`config.mk`:
```
export PLATFORM = sky130hd
export DESIGN_NAME = mux_sel_sequencer
export DESIGN_NICKNAME = d
export VERILOG_FILES = /design/src/rtl/logic_pkg.sv /design/src/rtl/v74161.sv /design/src/rtl/mux_sel_sequencer.sv
export SDC_FILE = /design/constraint.sdc
export NUM_CORES = 1
export LEC_CHECK = 0
export CORE_ASPECT_RATIO = 1.1
export CORE_MARGIN = 10
export CORE_UTILIZATION = 40
export DETAILED_ROUTE_END_ITERATION = 7
export PLACE_DENSITY = 0.76
export SKIP_CTS_REPAIR_TIMING = 1
export SYNTH_ARGS = -nofsm -noshare
export SYNTH_HDL_FRONTEND = slang
export SYNTH_SLANG_ARGS = --single-unit
```
`constraint.sdc`:
```
create_clock -name clk -period 1.74 [get_ports clk]
set_clock_uncertainty 0.15 [all_clocks]
set_input_delay 0.348 -clock clk [delete_from_list [all_inputs] [get_ports clk]]
set_output_delay 0.348 -clock clk [all_outputs]
set_load 0.03 [all_outputs]
```
`src/rtl/logic_pkg.sv`:
```
// Shared types and constants for the mux select sequencer.
// The dwell timer counts up from DWELL_MAX - dwell and reloads when it reaches DWELL_MAX.
package logic_pkg;

  typedef enum logic [1:0] {
    IDLE,
    ARMED,
    RUN,
    PAUSE
  } seq_state_t;

  localparam logic [3:0] DWELL_MAX = 4'd15;

  // Preload value that makes the counter reach terminal count after dwell+1 counted cycles.
  function automatic logic [3:0] dwell_preload(input logic [3:0] dwell);
    return DWELL_MAX - dwell;
  endfunction

endpackage

```
`src/rtl/v74161.sv`:
```
// Catalogue model of a 74161 synchronous 4-bit binary counter.
// Asynchronous clear, synchronous load, and count enabled by ENP & ENT.
module v74161 (
  input  logic clr_n,   // pin 1
  input  logic clk,     // pin 2
  input  logic a,       // pin 3
  input  logic b,       // pin 4
  input  logic c,       // pin 5
  input  logic d,       // pin 6
  input  logic enp,     // pin 7
  input  logic load_n,  // pin 9
  input  logic ent,     // pin 10
  output logic qd,      // pin 11
  output logic qc,      // pin 12
  output logic qb,      // pin 13
  output logic qa,      // pin 14
  output logic rco      // pin 15
);

  logic [3:0] cnt_q, cnt_d;

  // Load overrides the count enables, as on the real part.
  always_comb begin
    cnt_d = cnt_q;
    if (!load_n) begin
      cnt_d = {d, c, b, a};
    end else if (enp && ent) begin
      cnt_d = cnt_q + 4'd1;
    end
  end

  always_ff @(posedge clk or negedge clr_n) begin
    if (!clr_n) begin
      cnt_q <= 4'd0;
    end else begin
      cnt_q <= cnt_d;
    end
  end

  assign {qd, qc, qb, qa} = cnt_q;
  assign rco              = ent & (cnt_q == 4'hF);

endmodule

```
`src/rtl/mux_sel_sequencer.sv`:
```
// Steps a registered mux select through a loaded bit pattern, holding each bit for
// dwell+1 cycles as timed by a 74161 counter.
module mux_sel_sequencer
  import logic_pkg::*;
#(
  parameter int unsigned PAT_W = 8,
  parameter int unsigned IDX_W = $clog2(PAT_W)
) (
  input  logic             clk,
  input  logic             reset_n,
  input  logic             load,
  input  logic [PAT_W-1:0] pattern,
  input  logic [3:0]       dwell,
  input  logic             run,
  output logic             s,
  output logic [IDX_W-1:0] idx,
  output logic             wrap,
  output logic             busy,
  output logic             armed
);

  localparam logic [IDX_W-1:0] IdxLast = IDX_W'(PAT_W - 1);

  seq_state_t       state_q, state_d;
  logic [PAT_W-1:0] pat_q, pat_d;
  logic [3:0]       dwell_q, dwell_d;
  logic [IDX_W-1:0] idx_q, idx_d, idx_nxt;
  logic             s_q, s_d;
  logic             wrap_q, wrap_d;
  logic             busy_q, busy_d;
  logic             armed_q, armed_d;

  logic       tmr_en;
  logic       tmr_load_n;
  logic       tmr_rco;
  logic [3:0] tmr_pre;
  logic [3:0] tmr_cnt;
  logic       unused_tmr_cnt;

  assign tmr_pre        = dwell_preload(dwell_q);
  assign unused_tmr_cnt = ^tmr_cnt;

  v74161 u_dwell_tmr (
    .clr_n  (reset_n),
    .clk    (clk),
    .a      (tmr_pre[0]),
    .b      (tmr_pre[1]),
    .c      (tmr_pre[2]),
    .d      (tmr_pre[3]),
    .enp    (tmr_en),
    .load_n (tmr_load_n),
    .ent    (tmr_en),
    .qd     (tmr_cnt[3]),
    .qc     (tmr_cnt[2]),
    .qb     (tmr_cnt[1]),
    .qa     (tmr_cnt[0]),
    .rco    (tmr_rco)
  );

  // Timer is held at its preload outside RUN, frozen in PAUSE, and self-reloads on RCO.
  always_comb begin
    tmr_en     = 1'b0;
    tmr_load_n = 1'b1;
    unique case (state_q)
      IDLE, ARMED: tmr_load_n = 1'b0;
      RUN: begin
        tmr_en     = 1'b1;
        tmr_load_n = ~tmr_rco;
      end
      PAUSE: tmr_load_n = 1'b1;
      default: tmr_load_n = 1'b0;
    endcase
  end

  always_comb begin
    state_d = state_q;
    unique case (state_q)
      IDLE: begin
        if (load) state_d = ARMED;
      end
      ARMED: begin
        if (!load && run) state_d = RUN;
      end
      RUN: begin
        if (load)      state_d = ARMED;
        else if (!run) state_d = PAUSE;
      end
      PAUSE: begin
        if (load)     state_d = ARMED;
        else if (run) state_d = RUN;
      end
      default: state_d = IDLE;
    endcase
  end

  always_comb begin
    pat_d   = pat_q;
    dwell_d = dwell_q;
    idx_d   = idx_q;
    s_d     = s_q;
    wrap_d  = 1'b0;
    idx_nxt = (idx_q == IdxLast) ? '0 : idx_q + IDX_W'(1);
    if (load) begin
      pat_d   = pattern;
      dwell_d = dwell;
      idx_d   = '0;
      s_d     = pattern[0];
    end else if (state_q == RUN && tmr_rco) begin
      idx_d  = idx_nxt;
      s_d    = pat_q[idx_nxt];
      // Suppress the pulse if this edge drops into PAUSE.
      wrap_d = (idx_q == IdxLast) && run;
    end
    busy_d  = (state_d == RUN);
    armed_d = (state_d != IDLE);
  end

  always_ff @(posedge clk or negedge reset_n) begin
    if (!reset_n) begin
      state_q <= IDLE;
      pat_q   <= '0;
      dwell_q <= 4'd0;
      idx_q   <= '0;
      s_q     <= 1'b0;
      wrap_q  <= 1'b0;
      busy_q  <= 1'b0;
      armed_q <= 1'b0;
    end else begin
      state_q <= state_d;
      pat_q   <= pat_d;
      dwell_q <= dwell_d;
      idx_q   <= idx_d;
      s_q     <= s_d;
      wrap_q  <= wrap_d;
      busy_q  <= busy_d;
      armed_q <= armed_d;
    end
  end

  assign s     = s_q;
  assign idx   = idx_q;
  assign wrap  = wrap_q;
  assign busy  = busy_q;
  assign armed = armed_q;

endmodule

```
* Yosys cells after proc, flatten, opt, wreduce, memory -nomap -nowiden
Index checks and enable logic that the tools add are counted.
Cells by class: bitwise operators 2, magnitude comparators 1, equality and inequality tests 7, add/subtract/negate cells 3, muxes and demuxes 20, reduce and logical (&&, ||, !) cells 8
Operators by type and width (number):
- 2-bit two-way mux | 6
- 3-bit two-way mux | 3
- 4-bit two-way mux | 2
- 2-bit case mux with 4 select lines | 1
- 2-bit == test (second input constant) | 3
- 1-bit two-way mux | 6
- 4-bit by 1-bit adder with 4-bit output (second input constant) | 1
- 4-bit == test (second input constant) | 1
- 3-bit by 4-bit less-than comparator with 1-bit output (second input constant) | 1
- 2-bit nonzero test | 2
- 4-bit subtractor (first input constant) | 1
- 3-bit by 1-bit adder with 3-bit output (second input constant) | 1
- 1-bit binary-select mux with 3-bit select | 1
- 3-bit == test (second input constant) | 1
- 1-bit logical AND | 3
- 1-bit case mux with 3 select lines | 1
- 2-bit by 1-bit == test with 1-bit output (second input constant) | 1
- 2-bit logical NOT | 1
- 2-bit inequality test (second input constant) | 1
- 2-bit OR reduction | 1
- 1-bit AND | 1
- 1-bit logical NOT | 1
- 1-bit inverter | 1
Storage, ports and cells: register bits after elaboration 25, output and inout port bits 7

* Logic depth before layout (Yosys ltp)
depth after elaboration 6, mapped depth 6

* Cells and area by module
From an unflattened synthesis, not the netlist that was laid out.
Second synthesis, totals: cell total of the unflattened synthesis 103, area, all modules 1151.1 um2
By module, submodules not included:
- mux_sel_sequencer | cells each 80, area each 933.4 um2, seq. area each 525.5 um2, instances 1
- v74161 | cells each 23, area each 217.7 um2, seq. area each 100.1 um2, instances 1

* Worst setup path after synthesis
Ideal clock, no wire load.
path kind reg-to-reg, from reg idx_q[0] (netlist: idx[0]), to reg s_q (netlist: s), path slack -0.355 ns, required time 1.465 ns, cell stages (with the launch flop) 7, path buffers 0, data arrival time 1.820 ns, path through dfrtp_1 -> ha_1 -> ha_1 -> o21a_1 -> a2111oi_0 -> a311o_1 -> o21ai_2
On the way: word-level cells in the longest chain between the ends 6, elaborated cells on any way between the ends 7, those cells by class 1 x add/sub; 1 x eq/ne; 5 x mux
RTL lines:
- start: declaration | RTL line mux_sel_sequencer.sv:27 | logic [IDX_W-1:0] idx_q, idx_d, idx_nxt;
- start signal: assignment | RTL line mux_sel_sequencer.sv:132 | idx_q <= idx_d;
- 3-bit by 1-bit adder with 3-bit output or 3-bit == test (tied branches) | RTL line mux_sel_sequencer.sv:102 | idx_nxt = (idx_q == IdxLast) ? '0 : idx_q + IDX_W'(1);
- 3-bit two-way mux * | RTL line mux_sel_sequencer.sv:102
- 1-bit binary-select mux with 3-bit select * | RTL line mux_sel_sequencer.sv:110 | s_d = pat_q[idx_nxt];
- 1-bit two-way mux (not written as such) * | RTL line mux_sel_sequencer.sv:110
- 1-bit two-way mux * | RTL line mux_sel_sequencer.sv:108 | end else if (state_q == RUN && tmr_rco) begin
- 1-bit two-way mux * | RTL line mux_sel_sequencer.sv:103 | if (load) begin
- end signal: assignment | RTL line mux_sel_sequencer.sv:124 | s_q <= 1'b0;
- end signal: assignment | RTL line mux_sel_sequencer.sv:133 | s_q <= s_d;
- end: declaration | RTL line mux_sel_sequencer.sv:28 | logic s_q, s_d;
Every way passes the cells marked *; elsewhere a longest branch is shown, timed or not. The select of a mux whose other input is x is not followed. A chain may end at the register's enable or synchronous reset.

* Final worst setup path
Same ends and word-level chain as after synthesis.

==> out/results.ini <==
[status]
run_status = finished with violations
violations = setup timing

[synthesis]
synth-seq-cells = 25
synthFlopType = dfrtp_1
synth_cells = 98
synth_edf_count = 0
async_reset_ff_frac = 1.00
netlist_area_mm2 = 0.00117
yosysWarnings = 0
ys_types = 29
avgSynthCellArea_um2 = 12.0
synth_fp_nets = 117
seq_area_frac_synth = 0.534

[worst_setup_path]
endpoint_kind = flop
start_kind = flop
crit_family = compound AO/OA/AOI/OAI gates
crit_path_frequent_cell = ha_4
arrival_ps = 1890
crit_path_cell_trace = ha_4 > ha_4 > nor2_4 > mux2i_1 > a311o_1 > o21ai_2
crit_required_ps = 1860
crit_slowest_cell = dfrtp_2
worstPathMaxFanout = 5
path_buf_inv = 0
worstSetupPathType = flop to flop
cpPeakStageDelay_ps = 460

[timing]
max_freq_mhz = 566
setup_violations = 1
maxSlewHeadroom = 0.767
maxSlewViolCount = 0
fin_crit_sh = 1.02
rsz0062_at_grt = true
min_period_ps = 1770
fin_ws_ps = -26.6
hold_viol_final = 0
tightest_slew_ps = 349

[floorplan]
core.rowCount = 20
core_area_mm2 = 0.00278
die_y_um = 76.8
ios = 23
die_w_um = 71.6
die_area_mm2 = 0.00550
initial_core_util = 0.422

[finish]
synthToLayoutAreaGrowth_pct = 32.6
drive_gt1_frac = 0.240
layout.nets = 145
post-route-util = 0.559
diodes = 0

[routing]
first_iter_violations = 37
viasPerCell = 5.35
first_pass_iters = 4
wl_um = 2450
wl_per_cell_um = 15.5
remaining_drc_errors = 0
vias = 845
antenna_left = 0

[grt]
antenna_found_initial = 0
grt_start_max_net_pins = 26
grt_first_pass_wirelength_um = 4310
grtUsageTotal = 0.0936
grt_pass1_vias = 982
grt-ovfl-total = 0

[power_and_ir_drop]
leakage_nw = 0.759
ir_drop_uv = 438
finalPower_mw = 1.16
powerDensity_mw_per_mm2 = 746

[clocking]
cts-root-buf = clkbuf_4
cts_buffers = 3
clkTransAtPathRegs_ps = 140
cts.path.max_buffers = 2
clock_latency_ps = 330
htreeDepth = 1
cts_sinks = 25
cts_tree = yes

[placed_design]
port_buffers = 22
dp_hpwl_um = 1860
gp_congestion = 0.753

[worst_hold_path]
hold_class = primary input to asynchronous set/reset pin

[run]
cap_violations = 0

[worst register-to-register path: cells and delay by family, from the launching register on]
family,cells,cell delay (ps)
AOI/OAI and AO/OA,2,480
DFF,1,460
adders and majority gates,2,350
and+or+nand+nor,1,170
muxes,1,110
[state kept, by name, summed over array words and instances, names as in the netlist]
signal / cells
armed: 1
idx: 3
dwell_q: 4
busy: 1
wrap: 1
state_q: 2
pat_q: 8
s: 1
u_dwell_tmr.cnt_q: 4
[cells in the final DEF (no fill, tap or decap)]
master and instances:
a311o_1 2, nand4b_1 1, dfrtp_1 23, buf_4 3
xor2_1 1, clkbuf_4 3, ha_4 2, ha_1 1
nand4_4 1, or3_2 1, inv_1 2, clkinv_2 1
o21ai_2 1, nor3b_1 1, o21ai_0 3, nor2b_4 1
a21o_1 1, o21bai_1 1, a21oi_1 4, a211oi_1 1
nand2_1 8, nor2b_1 3, nand4_1 1, mux2_2 11
mux2i_1 7, buf_12 1, nor2_4 1, a22oi_1 1
nand3_1 1, dlymetal6s2s_1 7, nor2_1 9, a2111oi_4 1
o21a_1 2, dfrtp_2 2, clkdlybuf4s50_1 15, inv_2 1
[cell usage after synthesis, types with 2 or more instances]
master	count	share of area
o21ai_0	3	0.013
buf_2	2	0.0085
ha_1	3	0.032
a311o_1	2	0.017
inv_1	3	0.0096
nor2b_1	3	0.016
mux2_2	11	0.11
a21oi_1	4	0.017
mux2i_1	7	0.060
nand2_1	8	0.026
dfrtp_1	25	0.53
nor2_1	9	0.029
o21a_1	2	0.013
[metal layers]
| metal | vias to the layer above | GRT usage | share of wire |
|---|---|---|---|
| met3 | 5 | 0.0347 | 0.074 |
| met5 | - | 0 | 0 |
| met4 | 0 | 0.0446 | 0.019 |
| li1 | 406 | - | - |
| met2 | 23 | 0.163 | 0.49 |
| met1 | 411 | 0.0952 | 0.41 |
[path summary, 6_finish.rpt]
kind,start,endpoint,slack [ps],depth (start not counted)
max,idx[0],s,-30,6
min in group clk,dwell_q[0],dwell_q[0],370,1
max reg2reg,idx[0],s,-30,6
min,reset_n,s,210,2
min reg2reg,dwell_q[0],dwell_q[0],370,1
max in group asynchronous,reset_n,idx[1],970,2
[cell families after synthesis]
group,Yosys count,share of synthesized area
simple gates,28,0.140
compound gates,17,0.100
flops,25,0.534
fa+ha+maj,3,0.0320
buf+inv,6,0.0213
xor+xnor,1,0.00747
mux,18,0.165
[stage by stage]
stage               worst slack (ps)  hold slack, ps  TNS [ps]  cell area (um^2)  cells
floorplan                      -53.2           -97.6     -53.2              1210     98
global placement                52.3             346         0              1500    154
detailed placement              1.41             348         0              1500    154
CTS                             -244             216     -1230              1520    158
global route                   -61.9             227     -61.9              1550    158
finish                         -26.6             214     -26.6              1550    158
[where the power goes]
| part | total, mW | internal (mW) | switching [mW] |
|---|---|---|---|
| Sequential | 0.692 | 0.635 | 0.0568 |
| Clock | 0.265 | 0.0864 | 0.179 |
| Combinational | 0.201 | 0.116 | 0.0854 |
| Total | 1.16 | 0.837 | 0.321 |
[layout make-up]
| class | count | area, um^2 |
|---|---|---|
| inverters | 3 | 11.3 |
| well taps | 33 | 41.3 |
| clock inverters | 1 | 5.00 |
| repair buffers | 26 | 280 |
| multi-input cells | 67 | 566 |
| clock buffers | 3 | 22.5 |
| fillers | 247 | 1220 |
| flip-flops and latches | 25 | 628 |
(Power assumes the default switching activity.)
